## src/rtl/alu_arbiter.sv

```systemverilog
// alu_arbiter: two request ports share one external combinational ALU.
// One operation is in flight at a time: IDLE (accept) -> EXEC (ALU evaluates
// the latched operands) -> RESP (result held until the granted port takes it).
module alu_arbiter #(
   parameter bit RR_EN = 1'b1
) (
   input  logic        clk,
   input  logic        rst_n,

   input  logic        req0_valid,
   output logic        req0_ready,
   input  logic [31:0] req0_a,
   input  logic [31:0] req0_b,
   input  logic [3:0]  req0_ctr,
   output logic        resp0_valid,
   input  logic        resp0_ready,
   output logic [31:0] resp0_out,

   input  logic        req1_valid,
   output logic        req1_ready,
   input  logic [31:0] req1_a,
   input  logic [31:0] req1_b,
   input  logic [3:0]  req1_ctr,
   output logic        resp1_valid,
   input  logic        resp1_ready,
   output logic [31:0] resp1_out,

   output logic [31:0] alu_a,
   output logic [31:0] alu_b,
   output logic [3:0]  alu_ctr,
   input  logic [31:0] alu_out,

   output logic        busy
);

   typedef enum logic [1:0] {IDLE, EXEC, RESP} state_t;

   state_t      state_q;
   logic [31:0] a_q, b_q, res_q;
   logic [3:0]  ctr_q;
   logic        grant_q;   // port owning the in-flight operation
   logic        last_q;    // port granted on the most recent acceptance
   logic        grant_d;
   logic        accept;
   logic        resp_take;

   // Pick the port to serve this cycle: a lone requester wins, a tie goes to
   // the port not served last (round-robin) or to port 0 (fixed priority).
   always_comb begin
      // NOTE: every variable gets a default first, so no path can infer a latch.
      grant_d = req1_valid;
      if (req0_valid && req1_valid) begin
         grant_d = RR_EN ? ~last_q : 1'b0;
      end
   end

   // NOTE: rst_n gates acceptance directly, so no ready is offered while reset is held.
   assign accept     = rst_n && (state_q == IDLE) && (req0_valid || req1_valid);
   assign req0_ready = accept && !grant_d;
   assign req1_ready = accept &&  grant_d;

   assign resp_take  = grant_q ? resp1_ready : resp0_ready;

   // Operands reach the ALU only while it is evaluating; otherwise they are 0.
   assign alu_a   = (state_q == EXEC) ? a_q   : '0;
   assign alu_b   = (state_q == EXEC) ? b_q   : '0;
   assign alu_ctr = (state_q == EXEC) ? ctr_q : '0;

   assign resp0_valid = (state_q == RESP) && !grant_q;
   assign resp1_valid = (state_q == RESP) &&  grant_q;
   assign resp0_out   = resp0_valid ? res_q : '0;
   assign resp1_out   = resp1_valid ? res_q : '0;

   assign busy = (state_q != IDLE);

   // Operation sequencer: latch the granted request, capture the ALU result,
   // then hold it until the owning port takes it.
   always_ff @(posedge clk or negedge rst_n) begin
      if (!rst_n) begin
         state_q <= IDLE;
         a_q     <= '0;
         b_q     <= '0;
         ctr_q   <= '0;
         res_q   <= '0;
         grant_q <= 1'b0;
         last_q  <= 1'b1;   // port 0 wins the first tie after reset
      end else begin
         // NOTE: non-blocking assignments keep all state updates simultaneous at the edge.
         case (state_q)
            IDLE: begin
               if (accept) begin
                  a_q     <= grant_d ? req1_a   : req0_a;
                  b_q     <= grant_d ? req1_b   : req0_b;
                  ctr_q   <= grant_d ? req1_ctr : req0_ctr;
                  grant_q <= grant_d;
                  last_q  <= grant_d;
                  state_q <= EXEC;
               end
            end
            EXEC: begin
               res_q   <= alu_out;
               state_q <= RESP;
            end
            RESP: begin
               if (resp_take) begin
                  state_q <= IDLE;
               end
            end
            default: state_q <= IDLE;
         endcase
      end
   end

endmodule

```

## config.mk

```make
export PLATFORM = sky130hd
export DESIGN_NAME = alu_arbiter
export DESIGN_NICKNAME = d
export VERILOG_FILES = /design/src/rtl/alu_arbiter.sv
export SDC_FILE = /design/constraint.sdc
export NUM_CORES = 1
export LEC_CHECK = 0
export ABC_AREA = 0
export BUFFER_PORTS_ARGS = -buffer_cell sky130_fd_sc_hd__buf_2
export CORE_UTILIZATION = 40
export CTS_CLUSTER_DIAMETER = 30
export DETAILED_ROUTE_END_ITERATION = 7
export PLACE_DENSITY_LB_ADDON = 0.15
export SYNTH_ARGS = -nofsm -noshare
export SYNTH_HDL_FRONTEND = slang
export SYNTH_SLANG_ARGS = --single-unit
```

## constraint.sdc

```tcl
create_clock -name clk -period 2 [get_ports clk]
set_clock_uncertainty 0.15 [all_clocks]
set_input_delay 0.1 -clock clk [delete_from_list [all_inputs] [get_ports clk]]
set_output_delay 0.1 -clock clk [all_outputs]
set_load 0.1 [all_outputs]
```

# Word-level counts from Yosys, hierarchy flattened

Cells that the tools add are included.

Register bits after elaboration: 104
Input port bits: 174
Output and inout bits: 137
Word-level logic and storage cells: 39

Equality and inequality tests: 4
Mux-type cells: 13
Bitwise logic cells: 1
Reduce and logical (&&, ||, !) cells: 14

Operator list:

| operator             | count |
|---|---|
| $mux W32             | 6 |
| $mux W4              | 2 |
| $logic_and A1 B1 Y1  | 7 |
| $pmux W2 S3          | 1 |
| $mux W2              | 2 |
| $ne A2 B2 Y1 const B | 2 |
| $reduce_and A2 Y1    | 2 |
| $eq A2 B1 Y1 const B | 1 |
| $eq A2 B2 Y1 const B | 1 |
| $logic_not A1 Y1     | 2 |
| $logic_not A2 Y1     | 1 |
| $mux W1              | 2 |
| $reduce_bool A2 Y1   | 1 |
| $logic_or A1 B1 Y1   | 1 |
| $not A1 Y1           | 1 |

# Depth between registers and ports, before layout

Depth after elaboration: 5
Depth in mapped cells: 7
Mapped depth without buffers: 4

# Least setup slack after synthesis

OpenSTA, ideal clock, no wires.

Kind: register to output
Start point: reg state_q[0]
End point: out resp0_out[22]
Arrival: 2.612 ns
Data required time: 1.750 ns
Path slack: -0.862 ns
Stages on the path, launching flop included: 5
Buffers on the path: 1
Cell sequence: dfrtp_1 nand2b_1 nor2_1 clkbuf_1 and2_1

Word-level cells in the longest chain between the ends: 3

RTL lines:

| what                   | RTL line | source |
|---|---|---|
| from (decl)            | 38       | `state_t state_q;` |
| from (signal assigned) | 80       | `state_q <= IDLE;` |
| from (signal assigned) | 97       | `state_q <= EXEC;` |
| from (signal assigned) | 102      | `state_q <= RESP;` |
| $eq A2 B2 Y1           | 69       | `assign resp0_valid = (state_q == RESP) && !grant_q;` |
| $logic_and A1 B1 Y1    | 69       |  |
| named net resp0_valid  | 15       | `output logic resp0_valid,` |
| $mux W32               | 71       | `assign resp0_out = resp0_valid ? res_q : '0;` |
| to (decl)              | 17       | `output logic [31:0] resp0_out,` |

The timed path passes the listed nets, and every way through them passes these cells.

# Worst setup path after layout

Start point: reg state_q[0]
End point: out resp1_out[5]

Word-level cells in the longest chain between the ends: 3

RTL lines:

| what                | RTL line | source |
|---|---|---|
| $eq A2 B2 Y1        | 70       | `assign resp1_valid = (state_q == RESP) && grant_q;` |
| $logic_and A1 B1 Y1 | 70       |  |
| $mux W32            | 72       | `assign resp1_out = resp1_valid ? res_q : '0;` |
| to (decl)           | 26       | `output logic [31:0] resp1_out,` |

Every way passes these cells.

==> impl_metrics.toml <==
[run_status]
status = "complete, but fails checks"
violations = "setup timing"

[worst_hold_path]
worstHoldStart = "req0_b[27]"
hold_depth = 4
min_to = "b_q[27]$_DFFE_PN0P_"
hold_class = "input pin to register"

[yosys]
ys_top_cells_by_count = "132 x and2_1, 103 x dfrtp_1, 69 x nand2_1"
synth_largest_area_cell = "dfrtp_1"
synth.top_cell.area_share_pct = 46.3
synth_top_family_by_area = "simple AND/OR/NAND/NOR gates"
synth_cells = 548
synth-compound-area-share_pct = 12.7
synth_seq_cells = 104
synth_cell_types = 26
syn_avg_cell_area_um2 = 10.1
muxShareOfSynthArea_pct = 6.68
synth_ff_type = "dfrtp_1"
synth-edff-count = 0
synth_area_leaders = "dfrtp_1 46%, and2_1 15%, a221o_1 12%, mux2_2 6.7%, nand2_1 4.7%"
synth_adder_area_share_pct = 0
yosysMostFrequentCell = "and2_1"
synthXorXnorAreaFrac_pct = 0
yosys_warnings = 0
synth.cell_area_mm2 = 0.00556
ys_seq_area_share_pct = 46.8
synth_nets = 722
yosys.area_share.simple_pct = 28.6
async_flop_share_pct = 100

[layout]
area_growth_syn_to_layout_pct = 97.3
multi_input_area_mm2 = 0.00277
nets = 1123
n_fill_cell = 720
regArea_mm2 = 0.00261
drive_gt1_share_pct = 45.7
fin_cells = 1132

[setup_path]
path_class = "register to primary output"
reg2reg_depth = 4
crit_family = "simple AND/OR/NAND/NOR gates"
cp-start-kind = "register"
critPathCaptureType = "primary output"
max_stage_delay_ps = 410
crit_fanout = 16
r2r-end = "ctr_q[0]$_DFFE_PN0P_"
path_cells = "nand2b_2 > nor2_4 > clkbuf_16 > and2_1 > buf_12"
cp.arrival_ps = 1780
crit_slowest_cell = "dfrtp_1"
timing.rr.start = "state_q[1]$_DFFE_PN0P_"
worst-path-buf-inv = 2
worst_ep_required_time_ps = 1750
r2r_slack_ps = 210

[power_and_ir_drop]
vdd_ir_drop_max_uv = 633
leakage_uw = 0.00492
p_per_area_mw_per_mm2 = 1430

[clocking]
clock_path_buffers = 2
insertion_delay_ps = 340
cts-root-buf = "clkbuf_16"
htreeDepth = 3
cts_num_sinks = 104
cts_tree = "done"
clk_pin_slew_worst_paths_ps = 80
numCtsBuffers = 9

[drt]
wl_um = 23000
wl_per_cell_um = 20.3
drcViolationCount = 0
firstDrtPassIters = 7
num_vias = 6142
drt-initial-drc-count = 403
antenna_left = 0
via_per_inst = 5.43

[floorplan]
row_count = 42
die_h_um = 120
core_mm2 = 0.0134
dieWidth_um = 120
start_util_pct = 41.5
num_io_pins = 311
dieArea_mm2 = 0.0144

[global_route]
grt_max_degree = 78
grt_pass1_vias = 6404
track_usage_pct = 31.1
antenna_found_initial = 3
grt_first_pass_wirelength_um = 34700
grt_overflow = 0

[timing]
rsz0062_at_grt = "yes"
hold_viol_final = 0
period_share_pct = 102
setup_tns_ps = -371
drv_slew = 0
setup_violations = 21
fin_crit_ps = 2030
clock.fmax_mhz = 492
relSlewSlack_pct = 36.0
tightest_slew_ps = 959
post-route-worst-setup-slack_ps = -31.2

[place]
dp.cells = 993
dp_hpwl_um = 13900
numPortBuffers = 310
gp_congestion = 0.843

[run]
drv_cap = 0
timing repair:
| item | in CTS | in global routing |
|---|---|---|
| endpoints found under the setup margin | 22 | 107 |
| gates resized for setup | 4 | 13 |
| hold buffers | 116 | 0 |
| setup buffers | 0 | 1 |
| cloned | 1 | 3 |
| endpoints found under the hold margin | 205 | 0 |
sequential cells by signal, summed over array words and instances, names as in the netlist:
| register | count |
|---|---|
| b_q | 32 |
| res_q | 32 |
| ctr_q | 4 |
| last_q | 1 |
| state_q | 2 |
| grant_q | 1 |
| a_q | 32 |
worst min-delay path: cells and delay by family:
family          cells  cell delay, ps
compound gates      1             120
buf+inv             1              80
simple gates        2             160
per-layer routing:
layer / vias to the layer above / track usage, % / share of wire (%)
met5: - / 0 / 0.057
met4: 2 / 12.3 / 3.2
met3: 52 / 5.28 / 5.8
met2: 303 / 56.3 / 53
met1: 3059 / 36.2 / 38
li1: 2726 / - / -
worst max-delay path by stage:
stage / cells past startpoint / end / startpoint / slack (ps)
finish: 5 / resp1_out[5] / state_q[0]$_DFFE_PN0P_ / -30
CTS: 5 / resp1_out[4] / state_q[0]$_DFFE_PN0P_ / 4
floorplan: 4 / resp0_out[22] / state_q[0]$_DFFE_PN0P_ / -120
global placement: 5 / a_q[12]$_DFFE_PN0P_ / state_q[1]$_DFFE_PN0P_ / 290
global route: 5 / resp1_out[5] / state_q[0]$_DFFE_PN0P_ / -80
detailed placement: 5 / b_q[16]$_DFFE_PN0P_ / state_q[1]$_DFFE_PN0P_ / 240
placed cells by master (no fill, tap or decap), types with 2 or more instances in the layout:
cell type and n:
nor2_4 2, buf_4 8, a221o_1 68, and2_2 18, diode_2 2, clkbuf_16 12, nor3_2 20, dfrtp_1 102
buf_2 173, mux2_2 33, and2_1 105, clkinv_4 2, buf_12 144, inv_6 3, nor3_1 48, and2_4 9
nor2b_4 2, nand2_1 69, inv_1 3, dlygate4sd3_1 116
kinds of logic after synthesis:
group | after synthesis
and+or+nand+nor | 280
DFF | 104
AOI/OAI and AO/OA | 72
buffers and inverters | 59
muxes | 33
area by class of cell:
class	instances	area share, %
Antenna cell	2	0.0456
Multi-Input combinational cell	385	25.2
Timing Repair Buffer	446	46.4
Clock inverter	6	0.467
Clock buffer	10	2.09
Sequential cell	104	23.7
Inverter	3	0.103
Tap cell	176	2.01
per-stage QoR:
step	power [µW]	setup slack, ps	util [%]	hold slack [ps]	instance area, µm²
after global routing	16200	-81.5	81.9	12.0	11000
after detailed placement	13400	244	69.9	19.1	9370
after floorplan	9900	-116	-	-346	5590
final	15700	-31.2	81.9	3.03	11000
after global placement	13200	295	69.9	18.0	9370
after CTS	15400	4.09	81.0	0.260	10800
power breakdown:
| group | leakage [µW] | internal (µW) | switching [µW] | total [µW] |
|---|---|---|---|---|
| logic | 0.00352 | 3930 | 6220 | 10200 |
| clock network | 0.000134 | 865 | 837 | 1700 |
| registers | 0.00127 | 3130 | 730 | 3860 |
Note: power is estimated with default switching activity, not from simulation.
